**src/rtl/jpeg_bits_packer_if.sv**
```systemverilog
// Bundles the packer's encoder-side push port and RAM-side write port.
interface jpeg_bits_packer_if #(
   parameter int IN_W   = 32,
   parameter int OUT_W  = 8,
   parameter int ADDR_W = 24,
   parameter int CNT_W  = 5
);
   // in_valid/in_eof_valid push for exactly one cycle with no ready; the encoder
   // must throttle on in_afull. out_wren qualifies out_data/out_addr for one cycle
   // and is withheld while out_almost_full is high.
   logic [IN_W-1:0]   in_bits;
   logic              in_valid;
   logic              in_eof_valid;
   logic [CNT_W-1:0]  in_eof_cnt;
   logic              in_afull;
   logic              overflow;
   logic [OUT_W-1:0]  out_data;
   logic              out_wren;
   logic [ADDR_W-1:0] out_addr;
   logic              out_almost_full;
   logic [ADDR_W-1:0] frame_size;
   logic              frame_done;

   modport master (
      output in_bits, in_valid, in_eof_valid, in_eof_cnt, out_almost_full,
      input  in_afull, overflow, out_data, out_wren, out_addr, frame_size, frame_done
   );

   modport slave (
      input  in_bits, in_valid, in_eof_valid, in_eof_cnt, out_almost_full,
      output in_afull, overflow, out_data, out_wren, out_addr, frame_size, frame_done
   );
endinterface

```
**src/rtl/jpeg_bits_packer.sv**
```systemverilog
// JPEG bitstream packer: FIFO-buffers MSB-first words and serialises them into
// OUT_W-bit units with a per-frame address counter and frame-size reporting.
module jpeg_bits_packer #(
   parameter int IN_W   = 32,
   parameter int OUT_W  = 8,
   parameter int DEPTH  = 16,
   parameter int ADDR_W = 24,
   parameter int CNT_W  = 5
) (
   input  logic                clock,
   input  logic                reset,
   jpeg_bits_packer_if.slave   bus,
   output logic [1:0]          dbg_state
);

   localparam int UNITS = IN_W / OUT_W;
   localparam int UW    = $clog2(UNITS + 1);
   localparam int PW    = $clog2(DEPTH);
   localparam int EW    = 1 + CNT_W + IN_W;
   localparam int OSH   = $clog2(OUT_W);

   typedef enum logic [1:0] {
      S_IDLE  = 2'd0,
      S_SHIFT = 2'd1,
      S_DONE  = 2'd2
   } state_t;

   state_t state, state_nxt;

   logic [EW-1:0]   mem [DEPTH];
   logic [PW-1:0]   wr_ptr, rd_ptr;
   logic [PW:0]     fill;
   logic            push_req, full, empty, do_push;
   logic [EW-1:0]   push_entry, h_entry;
   logic            h_eof;
   logic [CNT_W-1:0] h_cnt;
   logic [IN_W-1:0] h_word, h_padded, pad_mask;
   logic [CNT_W:0]  cnt_ext;
   logic [UW-1:0]   h_units;

   logic [IN_W-1:0]   shreg;
   logic [UW-1:0]     units_left;
   logic              cur_eof;
   logic [ADDR_W-1:0] addr_cnt;
   logic              issue, load, last;

   // ---------------- FIFO ----------------
   assign push_req   = bus.in_valid | bus.in_eof_valid;
   assign full       = (fill == (PW+1)'(DEPTH));
   assign empty      = (fill == '0);
   assign do_push    = push_req && !full;
   assign push_entry = {bus.in_eof_valid, bus.in_eof_cnt, bus.in_bits};
   assign bus.in_afull = (fill >= (PW+1)'(DEPTH - 2));

   always_ff @(posedge clock) begin
      if (do_push) mem[wr_ptr] <= push_entry;
   end

   always_ff @(posedge clock) begin
      if (reset) begin
         wr_ptr       <= '0;
         rd_ptr       <= '0;
         fill         <= '0;
         bus.overflow <= 1'b0;
      end else begin
         if (do_push) wr_ptr <= wr_ptr + 1'b1;
         if (load)    rd_ptr <= rd_ptr + 1'b1;
         fill <= fill + (PW+1)'(do_push) - (PW+1)'(load);
         bus.overflow <= bus.overflow | (push_req && full)
                         | (bus.in_valid && bus.in_eof_valid);
      end
   end

   // Head decode: bits past the valid count of an eof word are padded with 1s.
   assign h_entry  = mem[rd_ptr];
   assign h_eof    = h_entry[EW-1];
   assign h_cnt    = h_entry[IN_W +: CNT_W];
   assign h_word   = h_entry[IN_W-1:0];
   assign pad_mask = {IN_W{1'b1}} >> h_cnt;
   assign h_padded = h_eof ? (h_word | pad_mask) : h_word;
   assign cnt_ext  = {1'b0, h_cnt} + (CNT_W+1)'(OUT_W - 1);
   assign h_units  = h_eof ? UW'(cnt_ext >> OSH) : UW'(UNITS);

   // ---------------- FSM ----------------
   always_ff @(posedge clock) begin
      if (reset) state <= S_IDLE;
      else       state <= state_nxt;
   end

   assign last = (units_left == UW'(1));

   // Nothing leaves the FIFO while the sink is blocked, so the FIFO is the
   // only buffering that backpressure has to account for.
   always_comb begin
      issue = 1'b0;
      load  = 1'b0;
      if (state == S_SHIFT && !bus.out_almost_full) issue = 1'b1;
      if (!empty && !bus.out_almost_full) begin
         if (state == S_IDLE)                  load = 1'b1;
         else if (issue && last && !cur_eof)   load = 1'b1;
      end
   end

   always_comb begin
      state_nxt = state;
      case (state)
         S_IDLE: begin
            if (load) state_nxt = (h_eof && h_units == '0) ? S_DONE : S_SHIFT;
         end
         S_SHIFT: begin
            if (issue && last) begin
               if (cur_eof)   state_nxt = S_DONE;
               else if (load) state_nxt = (h_eof && h_units == '0) ? S_DONE : S_SHIFT;
               else           state_nxt = S_IDLE;
            end
         end
         S_DONE:  state_nxt = S_IDLE;
         default: state_nxt = S_IDLE;
      endcase
   end

   assign dbg_state = state;

   // ---------------- datapath ----------------
   always_ff @(posedge clock) begin
      if (reset) begin
         shreg          <= '0;
         units_left     <= '0;
         cur_eof        <= 1'b0;
         addr_cnt       <= '0;
         bus.out_data   <= '0;
         bus.out_wren   <= 1'b0;
         bus.out_addr   <= '0;
         bus.frame_size <= '0;
         bus.frame_done <= 1'b0;
      end else begin
         bus.out_wren   <= issue;
         bus.frame_done <= (state == S_DONE);
         if (issue) begin
            bus.out_data <= shreg[IN_W-1 -: OUT_W];
            bus.out_addr <= addr_cnt;
            addr_cnt     <= addr_cnt + 1'b1;
            shreg        <= shreg << OUT_W;
            units_left   <= units_left - 1'b1;
         end
         if (load) begin
            shreg      <= h_padded;
            units_left <= h_units;
            cur_eof    <= h_eof;
         end
         if (state == S_DONE) begin
            bus.frame_size <= addr_cnt;
            addr_cnt       <= '0;
         end
      end
   end

endmodule

```
**src/flat_wrapper.sv**
```systemverilog
// flat-port wrapper written by rule: the top's interface ports become plain ports
module jpeg_bits_packer_flat 
#(
   parameter int IN_W   = 32,
   parameter int OUT_W  = 8,
   parameter int DEPTH  = 16,
   parameter int ADDR_W = 24,
   parameter int CNT_W  = 5
)
  (clock, reset, dbg_state, bus_in_bits, bus_in_valid, bus_in_eof_valid, bus_in_eof_cnt, bus_out_almost_full, bus_in_afull, bus_overflow, bus_out_data, bus_out_wren, bus_out_addr, bus_frame_size, bus_frame_done);
  jpeg_bits_packer_if #(.IN_W(IN_W), .OUT_W(OUT_W), .ADDR_W(ADDR_W), .CNT_W(CNT_W)) bus_i ();
  input  logic clock;
  input  logic reset;
  output logic [1:0] dbg_state;
  input wire logic [$bits(bus_i.in_bits)-1:0] bus_in_bits;
  input wire logic [$bits(bus_i.in_valid)-1:0] bus_in_valid;
  input wire logic [$bits(bus_i.in_eof_valid)-1:0] bus_in_eof_valid;
  input wire logic [$bits(bus_i.in_eof_cnt)-1:0] bus_in_eof_cnt;
  input wire logic [$bits(bus_i.out_almost_full)-1:0] bus_out_almost_full;
  output wire logic [$bits(bus_i.in_afull)-1:0] bus_in_afull;
  output wire logic [$bits(bus_i.overflow)-1:0] bus_overflow;
  output wire logic [$bits(bus_i.out_data)-1:0] bus_out_data;
  output wire logic [$bits(bus_i.out_wren)-1:0] bus_out_wren;
  output wire logic [$bits(bus_i.out_addr)-1:0] bus_out_addr;
  output wire logic [$bits(bus_i.frame_size)-1:0] bus_frame_size;
  output wire logic [$bits(bus_i.frame_done)-1:0] bus_frame_done;
  assign bus_i.in_bits = bus_in_bits;
  assign bus_i.in_valid = bus_in_valid;
  assign bus_i.in_eof_valid = bus_in_eof_valid;
  assign bus_i.in_eof_cnt = bus_in_eof_cnt;
  assign bus_i.out_almost_full = bus_out_almost_full;
  assign bus_in_afull = bus_i.in_afull;
  assign bus_overflow = bus_i.overflow;
  assign bus_out_data = bus_i.out_data;
  assign bus_out_wren = bus_i.out_wren;
  assign bus_out_addr = bus_i.out_addr;
  assign bus_frame_size = bus_i.frame_size;
  assign bus_frame_done = bus_i.frame_done;
  jpeg_bits_packer #(.IN_W(IN_W), .OUT_W(OUT_W), .DEPTH(DEPTH), .ADDR_W(ADDR_W), .CNT_W(CNT_W)) u_core (.clock(clock), .reset(reset), .bus(bus_i), .dbg_state(dbg_state));
endmodule
```
**config.mk**
```make
export PLATFORM = sky130hd
export DESIGN_NAME = jpeg_bits_packer_flat
export DESIGN_NICKNAME = d
export VERILOG_FILES = /design/src/rtl/jpeg_bits_packer_if.sv /design/src/rtl/jpeg_bits_packer.sv /design/src/flat_wrapper.sv
export SDC_FILE = /design/constraint.sdc
export NUM_CORES = 1
export LEC_CHECK = 0
export BUFFER_PORTS_ARGS = -buffer_cell sky130_fd_sc_hd__clkbuf_2
export CAP_MARGIN = 20
export CORE_MARGIN = 2
export CORE_UTILIZATION = 35
export CTS_BUF_LIST = sky130_fd_sc_hd__clkbuf_2
export CTS_CLUSTER_SIZE = 25
export DETAILED_ROUTE_END_ITERATION = 16
export SETUP_SLACK_MARGIN = 0.5
export SYNTH_ARGS = -nofsm -noshare
export SYNTH_HDL_FRONTEND = slang
export SYNTH_SLANG_ARGS = --single-unit
export TNS_END_PERCENT = 100
```
**constraint.sdc**
```tcl
create_clock -name clock -period 5.2 [get_ports clock]
set_input_delay 0.26 -clock clock [delete_from_list [all_inputs] [get_ports clock]]
set_output_delay 0.26 -clock clock [all_outputs]
set_load 0.05 [all_outputs]
```
* Yosys cells after proc, flatten, opt, wreduce, memory -nomap -nowiden *
Memories as Yosys holds them, arrays and structs flattened. A register that Yosys moved wholly into a read port is not among the register bits.
Cells that the tools add are included.
Widths: inputs -> output; s select.

word-level totals
  register bits = 134
  memory bits (writable) = 608
  input bits = 42
  output and inout bits = 62
  word-level logic and storage cells = 72
  memories = 1

operators by class
  add/subtract/negate cells = 7
  magnitude comparators = 1
  eq/ne operators = 6
  shift-type cells = 1
  mux-type cells = 20
  bitwise gates (word level) = 4
  reduce and logical (&&, ||, !) cells = 18

memories
  name        words  bits a word  rd ports  clocked after Yosys merged registers in  wr ports  RTL line                text
  u_core.mem  16     38           1         1                                        1         jpeg_bits_packer.sv:30  logic [EW-1:0] mem [DEPTH];

operators with widths
  operator               number
  $mux 32                3
  $or 32x32->32          1
  $shr 32x5->32 const A  1
  $add 24x1->24 const B  1
  $mux 2                 5
  $mux 3                 3
  $add 4x1->4 const B    2
  $logic_and 1x1->1      8
  $mux 4                 2
  $add 5x3->6 const B    1
  $mux 1                 6
  $add 5x1->5            1
  $eq 5x5->1 const B     1
  $ge 5x4->1 const B     1
  $logic_not 5->1        1
  $sub 5x1->5            1
  $logic_not 1->1        4
  $pmux 2 s2             1
  $eq 3x1->1 const B     1
  $logic_not 3->1        1
  $or 1x1->1             3
  $sub 3x1->3 const B    1
  $eq 2x1->1 const B     1
  $eq 2x2->1 const B     1
  6 further kinds        6

* Logic depth before layout (Yosys ltp) *
Gate-level depths: netlist of the first run.

  word-level depth = 12
  mapped depth = 17
  depth with buffers taken out = 16

* Worst setup path after synthesis of the first run *
Ideal clock, no wire load.

  kind = register to register
  start = reg u_core.fill[2]
  end = mem u_core.mem[3][0] in the netlist's numbering, enable pin
  setup time = 0.481 ns
  data arrival time = 4.022 ns
  required time = 4.719 ns
  path slack = 0.698 ns
  cell stages (with the launch flop) = 7
  buffers on the path = 0
  clock period less this slack = 4.502 ns
  path through = dfxtp_1 inv_1 ha_1 and4_1 nor2_1 nand2_1 nor3_1

on the way
  cells in the longest elaborated chain, start to end = 5

ends and longest elaborated chain
  what                          RTL line                text
  start: declaration            jpeg_bits_packer.sv:32  logic [PW:0] fill;
  start signal: assignment      jpeg_bits_packer.sv:68  fill <= fill + (PW+1)'(do_push) - (PW+1)'(load);
  $eq 5x5->1                    jpeg_bits_packer.sv:49  assign full = (fill == (PW+1)'(DEPTH));
  $logic_not 1->1               jpeg_bits_packer.sv:51  assign do_push = push_req && !full;
  $logic_and 1x1->1             jpeg_bits_packer.sv:51
  named net u_core.do_push      jpeg_bits_packer.sv:33  logic push_req, full, empty, do_push;
  $mux 1                        jpeg_bits_packer.sv:56  if (do_push) mem[wr_ptr] <= push_entry;
  $mux 1 (implied by the code)  jpeg_bits_packer.sv:56
  end: declaration              jpeg_bits_packer.sv:30

The timed path passes the listed nets, and every way through them passes these cells.

==> results of run 1 <==
[worst reg2reg max path, cell delays in order (launching register included)]
cell,delay (ns)
dfxtp_4,0.98
buf_4,0.62
mux4_2,0.40
a22oi_1,0.20
nand3_1,0.41
nor3_2,0.44
a31o_2,0.21
a21oi_1,0.06
dlygate4sd3_1,0.58
[logic make-up after synthesis]
kind of cell	synth area share, %
xor+xnor	0.852
compound gates	4.28
flops	73.0
fa+ha+maj	0.843
mux	14.7
buf+inv	1.85
simple gates	4.41
[synth_stat cells, types with 8 or more instances]
| master | n | area share [%] |
|---|---|---|
| nor3_1 | 12 | 0.21 |
| buf_1 | 11 | 0.14 |
| or3_1 | 8 | 0.17 |
| buf_2 | 26 | 0.45 |
| nand3_1 | 22 | 0.38 |
| nand4_1 | 12 | 0.26 |
| ha_1 | 17 | 0.74 |
| mux4_2 | 180 | 14 |
| inv_1 | 20 | 0.26 |
| mux2i_1 | 11 | 0.38 |
| nor2_1 | 66 | 0.86 |
| dfxtp_1 | 138 | 9.6 |
| xnor2_1 | 8 | 0.24 |
| clkbuf_1 | 42 | 0.55 |
| a311oi_1 | 19 | 0.58 |
| nand2_1 | 137 | 1.8 |
| o21ai_0 | 9 | 0.16 |
| a21oi_1 | 61 | 1.1 |
| edfxtp_1 | 608 | 63 |
| a22o_1 | 25 | 0.76 |
| xor2_1 | 20 | 0.61 |
[timing repair]
item / CTS / global route
endpoints found under the hold margin: 903 / 0
setup endpoints to repair: 0 / 0
resized for setup: 0 / 0
hold buffers: 88 / 0
[flip-flops by register name, summed over array words and instances, names as in the netlist, named ones only]
register / count
u_core.bus.out_data: 8
u_core.rd_ptr: 4
u_core.dbg_state: 2
u_core.bus.frame_size: 24
u_core.bus.frame_done: 1
u_core.bus.out_wren: 1
u_core.cur_eof: 1
u_core.shreg: 32
u_core.fill: 5
u_core.addr_cnt: 24
u_core.bus.out_addr: 24
u_core.wr_ptr: 4
u_core.bus.overflow: 1
u_core.mem: 608
u_core.units_left: 3
[layer usage]
layer,up-vias,track usage (%),routed length [um]
li1,7033,-,-
met4,2,6.69,1740
met3,119,3.70,4070
met1,8267,22.1,30200
met2,541,25.9,33000
met5,-,0,13
[layout make-up]
cell class,instances,area [um^2],share of cell area (%)
tap,1070,1340,4.02
timing repair buffer,230,1790,5.37
clock inverter,52,387,1.16
sequential,746,21000,63.1
inverter,21,78.8,0.237
antenna,5,12.5,0.0376
multi-input combinational,703,7360,22.1
clock buffer,264,1320,3.97
[power by group through the flow]
stage	combinational [W]	sequential, W	clock (W)
finish	0.00349	0.00719	0.00396
CTS	0.00352	0.00719	0.00410
global placement	0.00341	0.00730	0
floorplan	0.00252	0.00724	0
detailed placement	0.00344	0.00732	0
global route	0.00376	0.00724	0.00440
[per-stage QoR]
stage | std cells | setup WS, ns
floorplan | 1562 | 0.698
global placement | 2678 | 1.57
detailed placement | 2679 | 1.60
CTS | 3083 | 1.22
global route | 3091 | 0.995
finish | 3091 | 1.18
[worst max-delay path by stage]
stage                                                 start                                to  depth (start not counted)
final                                              register  u_core.dbg_state[0]$_SDFFE_PP0P_                          8
after global routing                               register  u_core.dbg_state[0]$_SDFFE_PP0P_                          8
after CTS                                          register  u_core.dbg_state[0]$_SDFFE_PP0P_                          8
after detailed placement  u_core.units_left[1]$_SDFFE_PP0P_         u_core.fill[4]$_SDFF_PP0_                         16
after global placement    u_core.units_left[1]$_SDFFE_PP0P_         u_core.fill[4]$_SDFF_PP0_                         16
after floorplan                   u_core.fill[2]$_SDFF_PP0_        u_core.mem[3][0]$_DFFE_PP_                          6
==> results.toml, run 1 <==
[floorplan]
core_region_area_mm2 = 0.0817
die_w_um = 291
die_y_um = 291
std_cell_rows = 105
ios = 104
start_util_pct = 35.2
die_area_mm2 = 0.0846

[synthesis]
syn_avg_cell_area_um2 = 18.4
syn-instance-count = 1562
ys_types = 66
ys_ff_latch = 746
synth_edf_count = 608
synth-async-reset-ratio_pct = 0
synth_flop_cell = "edfxtp_1"
synth_fp_nets = 1622
ys_warn_count = 0
yosysSeqAreaShare_pct = 73.0
synth_area_mm2 = 0.0288

[route]
drtIter0Drc = 1413
drc_errors = 0
ant_nets = 0
via_per_inst = 5.16
drtPass1Iterations = 5
vias = 16000
routed_wl_mm = 69.0
wl_per_cell_um = 22.3

[layout]
layout_common_cells = "608 x edfxtp_1, 366 x clkbuf_2, 180 x mux4_2, 137 x nand2_1, 135 x dfxtp_1"
finalInstanceArea_mm2 = 0.0333
fin_util_pct = 40.8
area_growth_pct = 15.7
fillers = 7480
final_common_cell = "edfxtp_1"
drive_gt1_share_pct = 32.2
nNetsFinal = 1946

[hold_path]
hold_path_depth = 4
hold_path.startpoint = "bus_out_almost_full"
min_to = "u_core.bus.out_wren$_SDFF_PP0_"
hp-class = "primary input to register"

[critical_path]
rr_worst_depth = 8
path_delay_family = "buffers and inverters"
cp-start-kind = "register"
crit_chain = "buf_4 -> mux4_2 -> a22oi_1 -> nand3_1 -> nor3_2 -> a31o_2 -> a21oi_1 -> dlygate4sd3_1"
crit_arrival_ns = 5.24
slowest_delay_ns = 0.98
cp_slowest_cell = "dfxtp_4"
rrSetupSlack_ns = 1.18
worstPathMaxFanout = 54
criticalPathCategory = "register to register"
critPathBufInv = 2
worst-endpoint-required_ns = 6.42
end_kind = "register"
rr_endpoint = "u_core.dbg_state[0]$_SDFFE_PP0P_"

[pwr]
p_total_w = 0.0146
power_frac_comb_pct = 23.9
clkPwrFrac_pct = 27.1
power_density_mw_per_mm2 = 439
ir_drop_mv = 0.415
internal_power_w = 0.0101
p_leak_nw = 11.0
switching_share_pct = 31.0
seq_power_share_pct = 49.1
power_switching_w = 0.00454

[cts]
cts.sinks = 746
clkTransAtPathRegs_ns = 0.10
clock_path_buffers = 3
cts_inserted_buffers = 184
post_cts_buffers = 0
clkLatencyLatePin_ns = 1.40
htree_levels = 4
cts_tree = "yes"
cts_root_buffer = "clkbuf_2"

[outcome]
status = "finished, final reports clean"

[grt]
grt-ovfl-total = 0
antenna_found_initial = 4
gr-usage-all-layers_pct = 16.5
grt_pass1_vias = 16500
grt_pass1_wl_mm = 104
grt_max_degree = 90

[placed_design]
place_area_mm2 = 0.0307
port_buffers = 103
hpwl_mm = 38.0
routabilityCongestion = 0.795

[timing]
skew_ns = 0.110
relSlewSlack_pct = 28.5
rsz0062_at_grt = "false"
setup_viol = 0
period_minus_slack_ns = 4.02
fin_tns_setup_ns = 0
max_freq_mhz = 249
slew_viol_final = 0
hold_viol = 0
max_slew.worst_pin.slew_ns = 1.07
fin_crit_sh_pct = 77.3
holdWs_ns = 0.277

[flow_run]
maxCapViolCount = 0
Note: power is estimated with default switching activity, not from simulation.
==> run 2, diff against run 1 <==
Settings changed: ABC_AREA set to 1.
Clock period 5.2 ns to 4.2 ns, I/O delays scaled along.
==> results.toml, run 2 <==
[floorplan]
core_region_area_mm2 = 0.0849
die_area_mm2 = 0.0877
std_cell_rows = 107
start_util_pct = 35.2
ios = 104
die_w_um = 296
die_y_um = 296

[cts]
hold_buffers = 86
htree_levels = 4
clkTransAtPathRegs_ns = 0.10
clkLatencyLatePin_ns = 1.40
post_cts_buffers = 0
cts_root_buffer = "clkbuf_2"
clock_path_buffers = 3
cts_resized = 0
cts.sinks = 746
cts_inserted_buffers = 185
cts_tree = "yes"

[route]
via_per_inst = 5.09
ant_nets = 0
met3WireLength_mm = 6.64
vias = 21200
wl_met1_mm = 36.3
drtIter0Drc = 2202
dr.max_layer_used = "met5"
drtPass1Iterations = 5
wl_met2_mm = 37.4
wl_per_cell_um = 19.7
routed_wl_mm = 82.1
drc_errors = 0

[timing]
setup_ws_ns = 1.19
period_minus_slack_ns = 3.01
max_freq_mhz = 332
rsz0062_at_grt = "false"
setup_viol = 0
skew_ns = 0.124
fin_tns_setup_ns = 0
hold_viol = 0
fin_crit_sh_pct = 71.7
slew_viol_final = 0
relSlewSlack_pct = 25.7
max_slew.worst_pin.slew_ns = 1.11

[synthesis]
yosysSeqAreaShare_pct = 70.4
yosysMostFrequentCell = "edfxtp_1"
synth_area_mm2 = 0.0299
synth_flop_cell = "edfxtp_1"
synth_fp_nets = 2692
ys_warn_count = 0
synth_top_cell_by_area = "edfxtp_1"
synth-async-reset-ratio_pct = 0
synth_edf_count = 608
synth_common_cells = "608 x edfxtp_1, 435 x nand2_1, 334 x nor2_1"
ys_ff_latch = 746
ys_types = 41
synth_top_area_share_pct = 61.1
synth_area_leaders = "edfxtp_1 61%, dfxtp_1 9.2%, nand2_1 5.5%"
syn-instance-count = 2632
syn_avg_cell_area_um2 = 11.3

[placed_design]
place_area_mm2 = 0.0317
port_buffers = 103
hpwl_mm = 42.6
place_ws_ns = 1.25
routabilityCongestion = 0.840

[pwr]
power_density_mw_per_mm2 = 538
power_switching_w = 0.00660
p_leak_nw = 12.3
internal_power_w = 0.0118
seq_power_share_pct = 47.8
ir_drop_mv = 0.476
power_frac_comb_pct = 25.8
clkPwrFrac_pct = 26.4
switching_share_pct = 35.8

[grt]
antenna_found_initial = 4
grt_pass1_vias = 20100
grt-ovfl-total = 0
grt_max_degree = 152
grt_pass1_wl_mm = 123
gr-usage-all-layers_pct = 18.6

[critical_path]
worst-endpoint-required_ns = 5.38
criticalPathCategory = "register to register"
end_kind = "register"
rr_endpoint = "u_core.dbg_state[0]$_SDFFE_PP0P_"
rr_worst_depth = 12
worstPathMaxFanout = 75
crit_arrival_ns = 4.19
cp-start-kind = "register"
rrSetupSlack_ns = 1.19

[layout]
layout_common_cells = "608 x edfxtp_1, 435 x nand2_1, 373 x clkbuf_2, 317 x nor2_1, 315 x o21ai_0"
drive_gt1_share_pct = 16.2
final_common_cell = "edfxtp_1"
area_growth_pct = 14.6
finalInstanceArea_mm2 = 0.0342
top_regs = "u_core.mem: 608 flops, u_core.shreg: 32 flops"
top_register = "u_core.mem"
largest_reg_flops = 608
nNetsFinal = 2951

[flow_run]
maxCapViolCount = 0

[hold_path]
min_to = "u_core.bus.overflow$_SDFF_PP0_"
hp-class = "primary input to register"
hold_path_depth = 5
hold_path.startpoint = "bus_in_valid"

[outcome]
status = "finished, final reports clean"
## run 2: worst max-delay path, stage by stage, from the launching register on
cell     delay [ns]
dfxtp_4        0.42
buf_4          0.61
nor2_1         0.14
nor2_1         0.12
o21ai_1        0.08
nand3_1        0.10
nand3_1        0.07
nand2_1        0.26
inv_1          0.11
nor2_2         0.48
nand3_1        0.31
nand2_1        0.13
a21oi_1        0.07
## run 2: worst max path at each step
| stage | from | endpoint | cells after the start |
|---|---|---|---|
| 2_1_floorplan | u_core.fill[2]$_SDFF_PP0_ | u_core.mem[11][0]$_DFFE_PP_ | 7 |
| 3_3_place_gp | register | u_core.shreg[31]$_SDFFE_PP0P_ | 13 |
| 3_5_place_dp | register | u_core.shreg[31]$_SDFFE_PP0P_ | 13 |
| 4_1_cts | register | u_core.shreg[31]$_SDFFE_PP0P_ | 13 |
| 5_1_grt | register | u_core.shreg[31]$_SDFFE_PP0P_ | 13 |
| 6_report | register | u_core.dbg_state[0]$_SDFFE_PP0P_ | 12 |
## run 2: final cells by class
type / count / area, um^2
well taps: 1144 / 1430
flip-flops and latches: 746 / 21000
diodes: 6 / 15.0
inverters: 131 / 502
fillers: 8236 / 50700
clock inverters: 44 / 309
multi-input cells: 1596 / 7750
clock buffers: 270 / 1350
repair buffers: 231 / 1830
## run 2: cells by family after synthesis
| family | synth area share [%] |
|---|---|
| AOI/OAI and AO/OA | 10.6 |
| xor gates and xnor gates | 0.205 |
| adders and majority gates | 0.779 |
| buffers and inverters | 4.11 |
| DFF | 70.4 |
| and+or+nand+nor | 14.0 |
## run 2: routing by layer
metal | vias to the layer above | global-route usage, %
li1 | 9954 | -
met4 | 4 | 6.87
met5 | - | 0
met1 | 10200 | 26.0
met2 | 927 | 28.4
met3 | 137 | 4.02
## run 2: power groups by stage
stage,clock (W),sequential (W),combinational [W]
floorplan,0,0.00903,0.00309
global placement,0,0.00895,0.00463
detailed placement,0,0.00895,0.00463
CTS,0.00501,0.00879,0.00474
global route,0.00537,0.00884,0.00528
finish,0.00487,0.00880,0.00476
## run 2: metrics by stage
step	power, W	hold slack, ns	std cells	util, %
after floorplan	0.0121	0.294	2632	-
after global placement	0.0136	0.438	3762	37.3
after global routing	0.0195	0.310	4166	40.3
final	0.0184	0.419	4168	40.3
after detailed placement	0.0136	0.444	3762	37.3
after CTS	0.0185	0.236	4162	40.3
